### src/rtl/am_pkg.sv
// Shared constants for the AM envelope modulator and its sigma-delta output stage.
package am_pkg;

    localparam int unsigned ENV_OFFSET     = 32768;
    localparam int          SD_FB_POS      = 32767;
    localparam int          SD_FB_NEG      = -32768;
    localparam int unsigned ACC_BITS       = 18;
    localparam int unsigned DEF_SAMPLE_DIV = 2268;

endpackage

### src/rtl/sigma_delta_1st.sv
// First-order sigma-delta quantiser: turns a signed sample stream into a 1-bit
// stream whose +32767/-32768 mean tracks the input mean.
module sigma_delta_1st
    import am_pkg::*;
#(
    parameter int unsigned BITS = 16
) (
    input  logic            clk,
    input  logic            rst_n,
    input  logic            enable,
    input  logic [BITS-1:0] y,
    output logic            rf_out
);

    localparam logic signed [ACC_BITS-1:0] FB_POS = ACC_BITS'(SD_FB_POS);
    localparam logic signed [ACC_BITS-1:0] FB_NEG = ACC_BITS'(SD_FB_NEG);

    logic signed [ACC_BITS-1:0] acc_q, acc_d;
    logic signed [ACC_BITS-1:0] acc_next, y_ext, fb;
    logic                       rf_q, rf_d;

    always_comb begin
        y_ext    = ACC_BITS'($signed(y));
        fb       = rf_q ? FB_POS : FB_NEG;
        acc_next = acc_q + y_ext - fb;
        // Disabled: loop is parked at zero so re-enable starts from a clean state.
        acc_d    = enable ? acc_next : '0;
        rf_d     = enable & ~acc_next[ACC_BITS-1];
    end

    always_ff @(posedge clk or negedge rst_n) begin
        if (!rst_n) begin
            acc_q <= '0;
            rf_q  <= 1'b0;
        end else begin
            acc_q <= acc_d;
            rf_q  <= rf_d;
        end
    end

    assign rf_out = rf_q;

endmodule

### src/rtl/am_envelope_modulator.sv
// AM modulator: paced audio intake, envelope = offset + depth-scaled audio,
// envelope x carrier pipeline, then a 1-bit sigma-delta RF output.
module am_envelope_modulator
    import am_pkg::*;
#(
    parameter int unsigned BITS       = 16,
    parameter int unsigned DEPTH_BITS = 8,
    parameter int unsigned SAMPLE_DIV = DEF_SAMPLE_DIV
) (
    input  logic                  CLK,
    input  logic                  RSTb,
    input  logic [BITS-1:0]       carrier,
    input  logic [BITS-1:0]       audio_data,
    input  logic                  audio_valid,
    output logic                  audio_ready,
    input  logic [DEPTH_BITS-1:0] mod_depth,
    input  logic                  enable,
    input  logic                  underrun_clr,
    output logic                  underrun,
    output logic                  rf_out
);

    localparam int unsigned DIV_W  = (SAMPLE_DIV > 1) ? $clog2(SAMPLE_DIV) : 1;
    localparam int unsigned ENV_W  = BITS + 1;
    localparam int unsigned ENV_X  = ENV_W + 1;
    localparam int unsigned PROD_W = BITS + ENV_W + 1;
    localparam int unsigned SCL_W  = BITS + DEPTH_BITS + 1;

    localparam logic [DIV_W-1:0]        DIV_LAST = DIV_W'(SAMPLE_DIV - 1);
    localparam logic signed [ENV_W:0]   ENV_OFF  = ENV_X'(ENV_OFFSET);

    logic                     pend_q, pend_d;
    logic [BITS-1:0]          pdata_q, pdata_d;
    logic [BITS-1:0]          active_q, active_d;
    logic                     load_q, load_d;
    logic [ENV_W-1:0]         env_q, env_d;
    logic [DIV_W-1:0]         div_q, div_d;
    logic                     unr_q, unr_d;
    logic signed [PROD_W-1:0] p_q, p_d;
    logic [BITS-1:0]          y_q, y_d;

    logic                     tick, xfer, unr_set;
    logic signed [SCL_W-1:0]  scaled_full;
    logic signed [ENV_W:0]    env_sum;
    logic                     unused_bits;

    always_comb begin
        tick    = (div_q == DIV_LAST);
        xfer    = audio_valid & ~pend_q;
        div_d   = tick ? '0 : div_q + DIV_W'(1);

        pend_d   = pend_q;
        pdata_d  = pdata_q;
        active_d = active_q;
        load_d   = 1'b0;
        unr_set  = 1'b0;

        // An empty pending slot on a tick lets a same-cycle transfer bypass straight to active.
        if (tick) begin
            if (pend_q) begin
                active_d = pdata_q;
                pend_d   = 1'b0;
                load_d   = 1'b1;
            end else if (xfer) begin
                active_d = audio_data;
                load_d   = 1'b1;
            end else begin
                unr_set  = 1'b1;
            end
        end else if (xfer) begin
            pend_d  = 1'b1;
            pdata_d = audio_data;
        end

        unr_d = unr_set | (unr_q & ~underrun_clr);

        scaled_full = SCL_W'($signed(active_q)) * SCL_W'($signed({1'b0, mod_depth}));
        env_sum     = ENV_OFF + ENV_X'($signed(scaled_full[SCL_W-1:DEPTH_BITS]));
        env_d       = load_q ? env_sum[ENV_W-1:0] : env_q;

        p_d = PROD_W'($signed(carrier)) * PROD_W'($signed({1'b0, env_q}));
        y_d = p_q[ENV_W +: BITS];
    end

    always_ff @(posedge CLK or negedge RSTb) begin
        if (!RSTb) begin
            pend_q   <= 1'b0;
            pdata_q  <= '0;
            active_q <= '0;
            load_q   <= 1'b0;
            env_q    <= ENV_W'(ENV_OFFSET);
            div_q    <= '0;
            unr_q    <= 1'b0;
            p_q      <= '0;
            y_q      <= '0;
        end else begin
            pend_q   <= pend_d;
            pdata_q  <= pdata_d;
            active_q <= active_d;
            load_q   <= load_d;
            env_q    <= env_d;
            div_q    <= div_d;
            unr_q    <= unr_d;
            p_q      <= p_d;
            y_q      <= y_d;
        end
    end

    sigma_delta_1st #(
        .BITS (BITS)
    ) u_sd (
        .clk    (CLK),
        .rst_n  (RSTb),
        .enable (enable),
        .y      (y_q),
        .rf_out (rf_out)
    );

    assign audio_ready = ~pend_q;
    assign underrun    = unr_q;

    assign unused_bits = ^{p_q[ENV_W-1:0], p_q[PROD_W-1],
                           scaled_full[DEPTH_BITS-1:0], env_sum[ENV_W]};

endmodule
### config.mk
export PLATFORM = sky130hd
export DESIGN_NAME = am_envelope_modulator
export DESIGN_NICKNAME = d
export VERILOG_FILES = /design/src/rtl/am_pkg.sv /design/src/rtl/sigma_delta_1st.sv /design/src/rtl/am_envelope_modulator.sv
export SDC_FILE = /design/constraint.sdc
export NUM_CORES = 1
export LEC_CHECK = 0
export ABC_CLOCK_PERIOD_IN_PS = 9050
export CAP_MARGIN = 10
export CORE_UTILIZATION = 50
export DETAILED_ROUTE_END_ITERATION = 10
export GPL_TIMING_DRIVEN = 0
export PLACE_DENSITY = 0.74
export SYNTH_ARGS = -nofsm -noshare
export SYNTH_HDL_FRONTEND = slang
export SYNTH_HIERARCHICAL = 1
export SYNTH_SLANG_ARGS = --single-unit
### constraint.sdc
create_clock -name CLK -period 9.05 [get_ports CLK]
set_input_delay 1.81 -clock CLK [delete_from_list [all_inputs] [get_ports CLK]]
set_output_delay 1.81 -clock CLK [all_outputs]
set_load 0.005 [all_outputs]
* Word level (Yosys, flattened, before mapping)
Cells that the tools add are included.
** Word-level totals
- Register bits :: 132
- Output and inout port bits :: 3
- Logic and storage cells :: 43
** Cells by class
- Add/sub/neg operators :: 4
- Multiply operators :: 2
- Equal/unequal tests :: 1
- Muxes and demuxes :: 13
- Bitwise logic cells :: 8
- Reductions and logical operators :: 4
** Operators with widths (count)
- two-way mux 18 bit :: 2
- multiplier 16 x 18 -> 33 bit :: 1
- two-way mux 16 bit :: 2
- multiplier 16 x 9 -> 25 bit :: 1
- adder 18 x 16 -> 18 bit :: 1
- subtractor 18 bit :: 1
- adder 17 bit, first input constant :: 1
- adder 12 x 1 -> 12 bit, second input constant :: 1
- equality test 12 bit, second input constant :: 1
- two-way mux 12 bit :: 1
- two-way mux 1 bit :: 8
- NOT 1 bit :: 4
- AND reduction 2 bit :: 2
- nonzero test 2 bit :: 2
- bitwise AND 1 bit :: 3
- bitwise OR 1 bit :: 1

* Longest topological paths before layout
Gate-level depths: netlist of run 1.
- Word-level depth :: 6
- Depth in mapped cells :: 23
- Mapped depth without buffers :: 22

* Modules after synthesis
Netlist of run 1, hierarchy kept.
** Modules (own cells, without submodules)
- am_envelope_modulator :: instances 1, cells an instance 1728, area each 16440.8 um^2
- sigma_delta_1st :: instances 1, cells an instance 242, area each 2040.7 um^2

* Worst setup path after synthesis of run 1
OpenSTA, ideal clock, no wires.
- Path type :: input to register
- From :: input carrier[8]
- To :: register p_q[28]
- Library setup time :: 69 ps
- Data arrival time :: 7296 ps
- Data required time :: 8981 ps
- Setup slack :: 1686 ps
- Stages :: 23
- Cell sequence :: clkbuf_1 > clkbuf_1 > nand2_1 > fa_1 > inv_1 > fa_1 > inv_1 > fa_1 > inv_1 > fa_1 > fa_1 > inv_1 > fa_1 > inv_1 > ha_1 > and2_1 > a221oi_1 > a21o_1 > a31o_2 > a31oi_1 > o21a_1 > or4_1 > nand3_1
** Between the ends
- Cells in the longest elaborated chain, start to end :: 1
** Ends and longest elaborated chain
- from (decl) :: RTL line am_envelope_modulator.sv:12 : input logic [BITS-1:0] carrier,
- multiplier 16 x 18 -> 33 bit :: RTL line am_envelope_modulator.sv:81 : p_d = PROD_W'($signed(carrier)) * PROD_W'($signed({1'b0, env_q}));
- via p_d[28] :: RTL line am_envelope_modulator.sv:39 : logic signed [PROD_W-1:0] p_q, p_d;
- to (signal assigned) :: RTL line am_envelope_modulator.sv:104 : p_q <= p_d;
- to (decl) :: RTL line am_envelope_modulator.sv:39
The timed path passes the listed nets, and every way through them passes these cells.
A chain may end at the register's enable or synchronous reset.

* Worst setup path after layout of run 1
- From :: input carrier[2]
- To :: register p_q[19]
The elaborated chain is that of the path after synthesis.

==> results of run 1 <==
-- worst paths after layout --
kind	slack [ns]	start	end
min reg2reg	0.34	p_q[22]$_DFF_PN0_	y_q[5]$_DFF_PN0_
min	0.34	p_q[22]$_DFF_PN0_	y_q[5]$_DFF_PN0_
max reg2reg	1.73	env_q[7]$_DFFE_PN0P_	p_q[19]$_DFF_PN0_
max	0.23	carrier[2]	p_q[19]$_DFF_PN0_
max in group asynchronous	7.04	RSTb	y_q[6]$_DFF_PN0_
min in group asynchronous	1.26	RSTb	pdata_q[13]$_DFFE_PN0P_
-- stage by stage --
stage          std cells  hold WS, ns  area, µm²  utilization [%]  setup WS (ns)
2_1_floorplan       1970        0.331      18500                -           1.69
3_3_place_gp        2482        0.334      19500             53.4          0.177
3_5_place_dp        2483        0.335      19500             53.5         0.0470
4_1_cts             2515        0.344      20100             55.1          0.450
5_1_grt             2515        0.348      20100             55.1          0.185
6_report            2515        0.344      20100             55.1          0.231
-- registers in the layout (all words and copies together) (netlist names) --
signal and flops:
div_q 12, active_q 16, env_q 17, y_q 16
p_q 16, u_sd/rf_out 1, load_q 1, pdata_q 16
pend_q 1, u_sd/acc_q 18, underrun 1
-- metal layers --
metal / GRT usage (%) / up-vias
met1: 27.8 / 6606
li1: - / 6112
met4: 9.47 / 2
met5: 0 / -
met3: 4.78 / 95
met2: 39.7 / 397
-- cell type report --
type                    count  area (µm²)  area share [%]
multi-input cells        1336       13700            67.8
flip-flops and latches    115        2880            14.3
plain buffers              59         223            1.11
clock buffers              19         433            2.15
repair buffers             45         469            2.33
well taps                 468         586            2.91
clock inverters            13         159           0.789
inverters                 460        1730            8.58
-- kinds of logic (layout without fill, tap and decap cells) --
family	Yosys count	in the layout	share of synthesized area (%)
adder cells (fa/ha/maj)	507	507	47.5
AND/OR/NAND/NOR	562	562	15.1
XOR/XNOR	56	56	2.65
multiplexers	51	51	2.94
buffers and inverters	519	596	10.5
AO/OA/AOI/OAI	160	160	5.63
flip-flops	115	115	15.6
-- cell usage after synthesis, types with 3 or more instances --
cell type	count	area (µm²)
sky130_fd_sc_hd__inv_1	459	1720
sky130_fd_sc_hd__fa_1	325	6510
sky130_fd_sc_hd__nand2_1	213	800
sky130_fd_sc_hd__and2_1	206	1290
sky130_fd_sc_hd__ha_1	182	2280
sky130_fd_sc_hd__dfrtp_1	114	2850
sky130_fd_sc_hd__nor2_1	71	267
sky130_fd_sc_hd__clkbuf_1	57	214
sky130_fd_sc_hd__a21oi_1	53	265
sky130_fd_sc_hd__xnor2_1	32	280
sky130_fd_sc_hd__o21ai_0	28	140
sky130_fd_sc_hd__mux2_2	26	293
sky130_fd_sc_hd__mux2i_1	25	250
sky130_fd_sc_hd__xor2_1	24	210
sky130_fd_sc_hd__nand2b_1	18	113
sky130_fd_sc_hd__a21o_1	14	105
sky130_fd_sc_hd__nor3_1	13	65.1
sky130_fd_sc_hd__nand3_1	11	55.1
sky130_fd_sc_hd__nand4_1	9	56.3
sky130_fd_sc_hd__a31oi_1	8	50.1
sky130_fd_sc_hd__o21a_1	8	60.1
sky130_fd_sc_hd__a211o_1	5	43.8
sky130_fd_sc_hd__a211oi_1	5	37.5
sky130_fd_sc_hd__nor2b_1	5	31.3
sky130_fd_sc_hd__o211ai_1	5	37.5
sky130_fd_sc_hd__a221oi_1	4	35.0
sky130_fd_sc_hd__and4_1	4	35.0
sky130_fd_sc_hd__a221o_1	3	30.0
sky130_fd_sc_hd__and3_1	3	18.8
sky130_fd_sc_hd__or4_1	3	22.5
-- layout by cell type, fill, tap and decap left out, types with 14 or more instances in the layout --
cell type                         netlist  routed
sky130_fd_sc_hd__inv_1                459     459
sky130_fd_sc_hd__clkbuf_1              57      59
sky130_fd_sc_hd__ha_1                 182     182
sky130_fd_sc_hd__nor2_1                71      71
sky130_fd_sc_hd__clkbuf_16              0      17
sky130_fd_sc_hd__mux2_2                26      26
sky130_fd_sc_hd__dfrtp_1              114     114
sky130_fd_sc_hd__xnor2_1               32      32
sky130_fd_sc_hd__clkdlybuf4s50_1        0      43
sky130_fd_sc_hd__mux2i_1               25      25
sky130_fd_sc_hd__fa_1                 325     325
sky130_fd_sc_hd__nand2_1              213     213
sky130_fd_sc_hd__a21oi_1               53      53
sky130_fd_sc_hd__o21ai_0               28      28
sky130_fd_sc_hd__and2_1               206     206
sky130_fd_sc_hd__a21o_1                14      14
sky130_fd_sc_hd__xor2_1                24      24
sky130_fd_sc_hd__nand2b_1              18      18
==> results.md, run 1 <==
| Metric | This run |
| --- | --- |
| Setup-violating endpoint count in the final report | 0 |
| CTS buffer count | 17 |
| Root Buffer Master | sky130_fd_sc_hd__clkbuf_16 |
| Final HPWL DP | 33700 µm |
| Total number of vias | 13.2k |
| Number of antenna cells inserted | 0 |
| Global routing usage summed across all routing layers | 22.9% |
| Die Span X | 194 µm |
| Required time reported for the critical path endpoint | 9.38 ns |
| Highest routed layer | met5 |
| Vert. Die Dim | 194 µm |
| Drt drc | 0 |
| Floorplan die area | 37700 µm² |
| First-pass iteration count of the detailed router | 7 |
| Average wire per cell in the routed design | 16.4 µm |
| Type of element capturing the critical path | flop |
| Predominant post-synthesis flop cell | sky130_fd_sc_hd__dfrtp_1 |
| Synth Cell Area | 18500 µm² |
| Via density per instance | 5.25 |
| Normalized max-slew margin | 23.0% |
| Latest clock arrival within the worst-skew pair | 0.42 ns |
| Proportion of synthesized chip area in sequential cells | 15.6% |
| Cell count along the critical path | 21 |
| Maximum clock path buffer count | 2 |
| Routed metal-1 wire length | 16800 µm |
| Wire length of the first global-routing pass | 68400 µm |
| Nets | 2586 |
| Total number of clock tree sinks | 115 |
| Crit path DAT | 9.15 ns |
| Outcome | finished clean |
| Worst Reg-to-Reg Cells | 21 |
| Port Buffers | 44 |
| Post-synth EDFFs | 0 |
| Clock tree from TritonCTS | done |
| Max-slew violation count | 0 |
| Total of warnings raised by yosys | 6 |
| Setup crit start kind | input pin |
| Async S/R FF share, synth | 100% |
| Via count of the first global-routing pass | 14.1k |
| Worst-path fanout max | 10 |
| Min-delay worst type | flop to flop |
| Worst Clk Skew | 0.0128 ns |
| Total number of H-tree levels | 4 |
| Library cell appearing most often on the critical path | sky130_fd_sc_hd__fa_1 |
| Top cell family by delay on the critical path | adder cells |
| Fraction of final layout cells with drive strength greater than 1 | 3.27% |
| Number of instances in the synthesized netlist | 1970 |
| Count of pins on the block boundary | 48 |
| Tmin final | 8.82 ns |
| Maximum frequency from static timing analysis | 113 MHz |
| Unrepaired setup endpoints after global routing | false |
| Clock-pin slew reported for the worst setup and hold paths after clock tree synthesis | 0.06 ns |
| Final period utilization | 97.4% |
| Final routed wirelength across all metal layers | 41300 µm |
| Ordered list of cells on the worst path | clkdlybuf4s50_1 > clkbuf_1 > nand2_1 > fa_1 > fa_1 > fa_1 > inv_1 > fa_1 > fa_1 > inv_1 > fa_1 > inv_1 > ha_1 > a21o_1 > a211o_1 > nor3_1 > a211oi_1 > o41ai_1 > o21ba_2 > o21ba_2 > xnor2_1 |
| Delay of the slowest cell on the worst path | 0.93 ns |
| Maximum number of pins on one net before global-route repair | 89 |
| RePlAce Congestion | 0.951 |
| GRT overflow | 0 |
| Area growth from synthesis to layout | 8.91% |
| Number of nets produced by synthesis | 2522 |
| Detailed-routed wire length on met2 | 20300 µm |
| Post-cts sizing count | 0 |
| Total of hold buffers inserted after clock tree synthesis | 0 |
| Core area | 36500 µm² |
| Register bit total from synthesis | 115 |
| Critical path buffers and inverters | 5 |
| Post-CTS setup buffer count | 0 |
| Max stage delay cell, worst path | sky130_fd_sc_hd__o41ai_1 |
| Antenna violations before repair | 2 |
| Number of cell rows | 70 |
| Initial Util | 50.6% |
| Post-Syn Area per Cell | 9.38 µm² |
| Count of unique library cells instantiated by Yosys | 60 |
| Number of fill cells | 3166 |
| Count of nets left with antenna violations after detail routing | 0 |
| Total of max-cap violations | 0 |
| Number of design-rule violations left by the first detailed-router iteration | 712 |
| Kind of critical path | input pin to flop |
| Hold path cells | 0 |
| Total Neg Setup Slack | 0 ns |
| Met3 wire length | 2690 µm |
| Final hold violation count | 0 |
| Transition at the pin with the smallest max-transition slack | 1.14 ns |
Power of run 1 is not shown: default switching activity piles up to over one toggle a cycle in this logic, so the estimate is an artifact.
==> run 2, diff against run 1 <==
--- a/config.mk
+++ b/config.mk
@@ -5,12 +5,12 @@
 export SDC_FILE = /design/constraint.sdc
 export NUM_CORES = 1
 export LEC_CHECK = 0
-export ABC_CLOCK_PERIOD_IN_PS = 9050
+export ABC_CLOCK_PERIOD_IN_PS = 10850
 export CAP_MARGIN = 10
 export CORE_UTILIZATION = 50
 export DETAILED_ROUTE_END_ITERATION = 10
 export GPL_TIMING_DRIVEN = 0
-export PLACE_DENSITY = 0.74
+export PLACE_DENSITY_LB_ADDON = 0.15
 export SYNTH_ARGS = -nofsm -noshare
 export SYNTH_HDL_FRONTEND = slang
 export SYNTH_HIERARCHICAL = 1
==> constraint.sdc (replaced) <==
create_clock -name CLK -period 10.85 [get_ports CLK]
set_input_delay 3.255 -clock CLK [delete_from_list [all_inputs] [get_ports CLK]]
set_output_delay 3.255 -clock CLK [all_outputs]
set_load 0.005 [all_outputs]
==> run 2 against run 1 <==
Compared with the run above: utilization about the same; flip-flop and latch count unchanged; clock skew down 0.0026 ns; routed wire length up 1.5%; first-iteration DRC count up 8.7%; critical endpoint unchanged; largest cell class unchanged.
==> results.md, run 2 (synthesized netlist as in run 1, its figures left out) <==
| Metric | This run |
| --- | --- |
| Fraction of final layout cells with drive strength greater than 1 | 3.37% |
| Average wire per cell in the routed design | 16.7 µm |
| Slack of the worst reg-to-reg path | 3.71 ns |
| Latest clock arrival within the worst-skew pair | 0.43 ns |
| Worst Clk Skew | 0.0102 ns |
| RePlAce Congestion | 0.898 |
| Total number of vias | 13.1k |
| Floorplan die area | 37700 µm² |
| Post-CTS setup buffer count | 0 |
| Worst setup timing slack at the placement stage | 0.464 ns |
| Maximum clock path buffer count | 2 |
| Setup-violating endpoint count in the final report | 0 |
| Top register by number of flip-flops | u_sd/acc_q |
| Setup crit start kind | input pin |
| Total of hold buffers inserted after clock tree synthesis | 0 |
| Most used cells in the layout excluding fill and tap cells | 459 x sky130_fd_sc_hd__inv_1, 325 x sky130_fd_sc_hd__fa_1, 213 x sky130_fd_sc_hd__nand2_1, 206 x sky130_fd_sc_hd__and2_1, 182 x sky130_fd_sc_hd__ha_1 |
| Die Span X | 194 µm |
| Biggest registers after layout | u_sd/acc_q (18), env_q (17) |
| Kind of critical path | input pin to flop |
| Crit path DAT | 10.37 ns |
| Max FFs per register | 18 |
| CTS buffer count | 17 |
| Minimum setup slack in the final design | 0.820 ns |
| Number of design-rule violations left by the first detailed-router iteration | 774 |
| Tmin final | 10.03 ns |
| Vert. Die Dim | 194 µm |
| Normalized max-slew margin | 23.5% |
| Worst-path fanout max | 10 |
| Outcome | finished clean |
| Final hold violation count | 0 |
| Terminus of the critical flop-to-flop path | p_q[19]$_DFF_PN0_ |
| Maximum number of pins on one net before global-route repair | 65 |
| Final period utilization | 92.4% |
| Antenna violations before repair | 1 |
| GRT overflow | 0 |
| Max-slew violation count | 0 |
| Via density per instance | 5.19 |
| Root Buffer Master | sky130_fd_sc_hd__clkbuf_16 |
| Nets | 2586 |
| Area growth from synthesis to layout | 8.81% |
| Total Neg Setup Slack | 0 ns |
| Port Buffers | 44 |
| First-pass iteration count of the detailed router | 5 |
| Drt drc | 0 |
| Number of cell rows | 70 |
| Clock-pin slew reported for the worst setup and hold paths after clock tree synthesis | 0.06 ns |
| Most common library cell in the layout ignoring fill and taps | sky130_fd_sc_hd__inv_1 |
| RR Startpoint | env_q[6]$_DFFE_PN0P_ |
| Capture point of the worst path | p_q[19]$_DFF_PN0_ |
| Unrepaired setup endpoints after global routing | false |
| Final cell utilization of the core | 55.1% |
| Final routed wirelength across all metal layers | 41900 µm |
| Number of antenna cells inserted | 0 |
| Post-cts sizing count | 0 |
| Worst Reg-to-Reg Cells | 21 |
| Required time reported for the critical path endpoint | 11.19 ns |
| Count of pins on the block boundary | 48 |
| Launch point of the worst path | carrier[2] |
| Transition at the pin with the smallest max-transition slack | 1.15 ns |
| Total number of H-tree levels | 4 |
| Core area | 36500 µm² |
| Total of max-cap violations | 0 |
| Global routing usage summed across all routing layers | 24.0% |
| Count of nets left with antenna violations after detail routing | 0 |
| Clock tree from TritonCTS | done |
| Min Hold Slack | 0.349 ns |
| Wire length of the first global-routing pass | 71200 µm |
| Maximum frequency from static timing analysis | 99.7 MHz |
| Final HPWL DP | 34700 µm |
| Type of element capturing the critical path | flop |
| HP Start | p_q[27]$_DFF_PN0_ |
| Total number of clock tree sinks | 115 |
| Via count of the first global-routing pass | 14.0k |
| Initial Util | 50.6% |
| Min-delay worst type | flop to flop |
-- run 2: metal layers --
metal / vias up / part of all wire [%] / track usage (%)
li1: 6099 / - / -
met1: 6551 / 43 / 31.3
met2: 353 / 49 / 41.4
met3: 57 / 5.0 / 3.39
met4: 0 / 2.5 / 7.17
met5: - / 0 / 0
-- run 2: worst min-delay path by stage --
stage | endpoint | cells after the start
floorplan | y_q[0]$_DFF_PN0_ | 0
global placement | y_q[5]$_DFF_PN0_ | 0
detailed placement | y_q[15]$_DFF_PN0_ | 0
CTS | y_q[11]$_DFF_PN0_ | 0
global route | y_q[4]$_DFF_PN0_ | 0
finish | y_q[10]$_DFF_PN0_ | 0
-- run 2: final cells by class --
| class | instances | area (µm²) |
|---|---|---|
| clock buffers | 19 | 453 |
| flip-flops and latches | 115 | 2880 |
| fillers | 3332 | 16400 |
| inverters | 460 | 1730 |
| clock inverters | 13 | 121 |
| well taps | 468 | 586 |
| plain buffers | 59 | 223 |
| repair buffers | 45 | 469 |
| multi-input cells | 1336 | 13700 |
-- run 2: stage by stage --
stage | instance area (µm²) | instances
2_1_floorplan | 18500 | 1970
3_3_place_gp | 19500 | 2482
3_5_place_dp | 19500 | 2483
4_1_cts | 20100 | 2515
5_1_grt | 20100 | 2515
6_report | 20100 | 2515
-- run 2: worst max-delay path: stages --
cell                              delay (ns)
sky130_fd_sc_hd__clkdlybuf4s50_1        0.73
sky130_fd_sc_hd__clkbuf_1               0.46
sky130_fd_sc_hd__nand2_1                0.15
sky130_fd_sc_hd__fa_1                   0.53
sky130_fd_sc_hd__fa_1                   0.54
sky130_fd_sc_hd__fa_1                   0.52
sky130_fd_sc_hd__inv_1                  0.06
sky130_fd_sc_hd__fa_1                   0.52
sky130_fd_sc_hd__fa_1                   0.53
sky130_fd_sc_hd__inv_1                  0.07
sky130_fd_sc_hd__fa_1                   0.53
sky130_fd_sc_hd__inv_1                  0.04
sky130_fd_sc_hd__ha_1                   0.33
sky130_fd_sc_hd__a21o_1                 0.19
sky130_fd_sc_hd__a211o_1                0.30
sky130_fd_sc_hd__nor3_1                 0.14
sky130_fd_sc_hd__a211oi_1               0.12
sky130_fd_sc_hd__o41ai_1                0.85
sky130_fd_sc_hd__o21ba_2                0.26
sky130_fd_sc_hd__o21ba_2                0.14
sky130_fd_sc_hd__xnor2_1                0.11
Power of run 2 is left out for the same reason.
==> run 3, diff against run 2 <==
--- a/config.mk
+++ b/config.mk
@@ -7,6 +7,7 @@
 export LEC_CHECK = 0
 export ABC_CLOCK_PERIOD_IN_PS = 10850
 export CAP_MARGIN = 10
+export CORE_MARGIN = 2
 export CORE_UTILIZATION = 50
 export DETAILED_ROUTE_END_ITERATION = 10
 export GPL_TIMING_DRIVEN = 0
==> run 3 against run 2 <==
Compared with the run above: sequential share of layout area barely moved; die area grew 2.1%; design area is essentially flat; first-iteration DRC count down 8.9%; non-clock buffer count did not move; flip-flop and latch count is the same; setup slack got worse by 0.091 ns; critical path depth unchanged; clock-buffer cell count decreased by 1; maximum frequency is 0.90% lower; clock skew barely moved; global-route usage down 0.87 points.
==> results.md, run 3 (synthesized netlist as in run 1, its figures left out) <==
| Metric | This run |
| --- | --- |
| Fraction of final layout cells with drive strength greater than 1 | 3.32% |
| Clock-pin slew reported for the worst setup and hold paths after clock tree synthesis | 0.06 ns |
| Initial Util | 50.6% |
| Most common library cell in the layout ignoring fill and taps | sky130_fd_sc_hd__inv_1 |
| Maximum number of pins on one net before global-route repair | 65 |
| Nets | 2586 |
| Total Neg Setup Slack | 0 ns |
| Total of max-cap violations | 0 |
| Normalized max-slew margin | 24.4% |
| Total of hold buffers inserted after clock tree synthesis | 0 |
| Area growth from synthesis to layout | 8.85% |
| CTS buffer count | 17 |
| Required time reported for the critical path endpoint | 11.19 ns |
| Floorplan die area | 38500 µm² |
| Clock tree from TritonCTS | done |
| Final period utilization | 93.3% |
| Post-cts sizing count | 0 |
| Maximum clock path buffer count | 2 |
| Via count of the first global-routing pass | 13.6k |
| Final hold violation count | 0 |
| Count of pins on the block boundary | 48 |
| Root Buffer Master | sky130_fd_sc_hd__clkbuf_16 |
| Max-slew violation count | 0 |
| Antenna violations before repair | 3 |
| Worst hold endpoint | y_q[8]$_DFF_PN0_ |
| RR Startpoint | env_q[10]$_DFFE_PN0P_ |
| Min-delay worst type | flop to flop |
| Number of antenna cells inserted | 0 |
| Wire length of the first global-routing pass | 69600 µm |
| Type of element capturing the critical path | flop |
| HP Start | p_q[25]$_DFF_PN0_ |
| Biggest registers after layout | u_sd/acc_q (18), env_q (17) |
| Setup crit start kind | input pin |
| Min Hold Slack | 0.345 ns |
| RePlAce Congestion | 0.893 |
| Top register by number of flip-flops | u_sd/acc_q |
| Tmin final | 10.12 ns |
| Port Buffers | 44 |
| Die Span X | 196 µm |
| Maximum frequency from static timing analysis | 98.8 MHz |
| Total number of H-tree levels | 4 |
| Terminus of the critical flop-to-flop path | p_q[19]$_DFF_PN0_ |
| Latest clock arrival within the worst-skew pair | 0.42 ns |
| Worst-path fanout max | 10 |
| Post-CTS setup buffer count | 0 |
| Crit path DAT | 10.46 ns |
| Final routed wirelength across all metal layers | 41200 µm |
| Number of cell rows | 70 |
| Sequential cell area | 2880 µm² |
| Drt drc | 0 |
| Total number of clock tree sinks | 115 |
| GRT overflow | 0 |
| Total number of vias | 12.9k |
| Combined area of the multi-input logic cells | 13700 µm² |
| Hold path cells | 0 |
| Number of fill cells | 3366 |
| Worst Reg-to-Reg Cells | 20 |
| Vert. Die Dim | 196 µm |
| Via density per instance | 5.15 |
| Global routing usage summed across all routing layers | 23.1% |
| Count of nets left with antenna violations after detail routing | 0 |
| Unrepaired setup endpoints after global routing | false |
| Max FFs per register | 18 |
| Setup-violating endpoint count in the final report | 0 |
| Worst Clk Skew | 0.00998 ns |
| Final HPWL DP | 34000 µm |
| Transition at the pin with the smallest max-transition slack | 1.13 ns |
| Core area | 36500 µm² |
| First-pass iteration count of the detailed router | 7 |
| Outcome | finished clean |
| Most used cells in the layout excluding fill and tap cells | 459 x sky130_fd_sc_hd__inv_1, 325 x sky130_fd_sc_hd__fa_1, 213 x sky130_fd_sc_hd__nand2_1, 206 x sky130_fd_sc_hd__and2_1, 182 x sky130_fd_sc_hd__ha_1 |
| Kind of critical path | input pin to flop |
| Slack of the worst reg-to-reg path | 3.62 ns |
| Average wire per cell in the routed design | 16.4 µm |
| Number of design-rule violations left by the first detailed-router iteration | 705 |
==> run 3: stage by stage <==
stage               cells  cell area, µm²  setup slack, ns  utilization, %
global route         2515           20100            0.481            55.1
CTS                  2515           20100            0.843            55.1
global placement     2482           19500            0.437            53.4
detailed placement   2483           19500            0.427            53.5
finish               2515           20100            0.730            55.1
floorplan            1970           18500             2.04               -
==> run 3: per-layer routing <==
metal	vias to the layer above	global-route usage, %	share of wire (%)
met3	41	3.44	4.9
met5	-	0	0.032
met2	287	40.1	50
met1	6516	30.3	43
li1	6095	-	-
met4	2	6.29	2.0
==> run 3: worst max-delay path by stage <==
stage	start	endpoint	slack (ns)
2_1_floorplan	carrier[8]	p_q[28]$_DFF_PN0_	2.04
3_3_place_gp	carrier[3]	p_q[19]$_DFF_PN0_	0.44
3_5_place_dp	carrier[3]	p_q[19]$_DFF_PN0_	0.43
4_1_cts	carrier[3]	p_q[19]$_DFF_PN0_	0.84
5_1_grt	carrier[1]	p_q[19]$_DFF_PN0_	0.48
6_report	carrier[1]	p_q[19]$_DFF_PN0_	0.73
==> run 3: worst max-delay path, cell delays in order <==
cell,delay (ns)
sky130_fd_sc_hd__clkdlybuf4s50_1,0.70
sky130_fd_sc_hd__clkbuf_1,0.46
sky130_fd_sc_hd__nand2_1,0.17
sky130_fd_sc_hd__fa_1,0.55
sky130_fd_sc_hd__fa_1,0.52
sky130_fd_sc_hd__fa_1,0.51
sky130_fd_sc_hd__inv_1,0.05
sky130_fd_sc_hd__fa_1,0.52
sky130_fd_sc_hd__fa_1,0.56
sky130_fd_sc_hd__inv_1,0.08
sky130_fd_sc_hd__fa_1,0.53
sky130_fd_sc_hd__inv_1,0.04
sky130_fd_sc_hd__ha_1,0.33
sky130_fd_sc_hd__a21o_1,0.19
sky130_fd_sc_hd__a211o_1,0.30
sky130_fd_sc_hd__nor3_1,0.15
sky130_fd_sc_hd__a211oi_1,0.13
sky130_fd_sc_hd__o41ai_1,0.90
sky130_fd_sc_hd__o21ba_2,0.26
sky130_fd_sc_hd__o21ba_2,0.14
sky130_fd_sc_hd__xnor2_1,0.11
==> run 3: cell type report <==
| cell class | count | share of cell area (%) |
|---|---|---|
| buffer | 59 | 1.11 |
| clock buffer | 18 | 2.13 |
| clock inverter | 14 | 0.753 |
| inverter | 460 | 8.58 |
| multi-input combinational | 1336 | 67.9 |
| sequential | 115 | 14.3 |
| tap | 468 | 2.91 |
| timing repair buffer | 45 | 2.33 |
Power of run 3 is left out for the same reason.
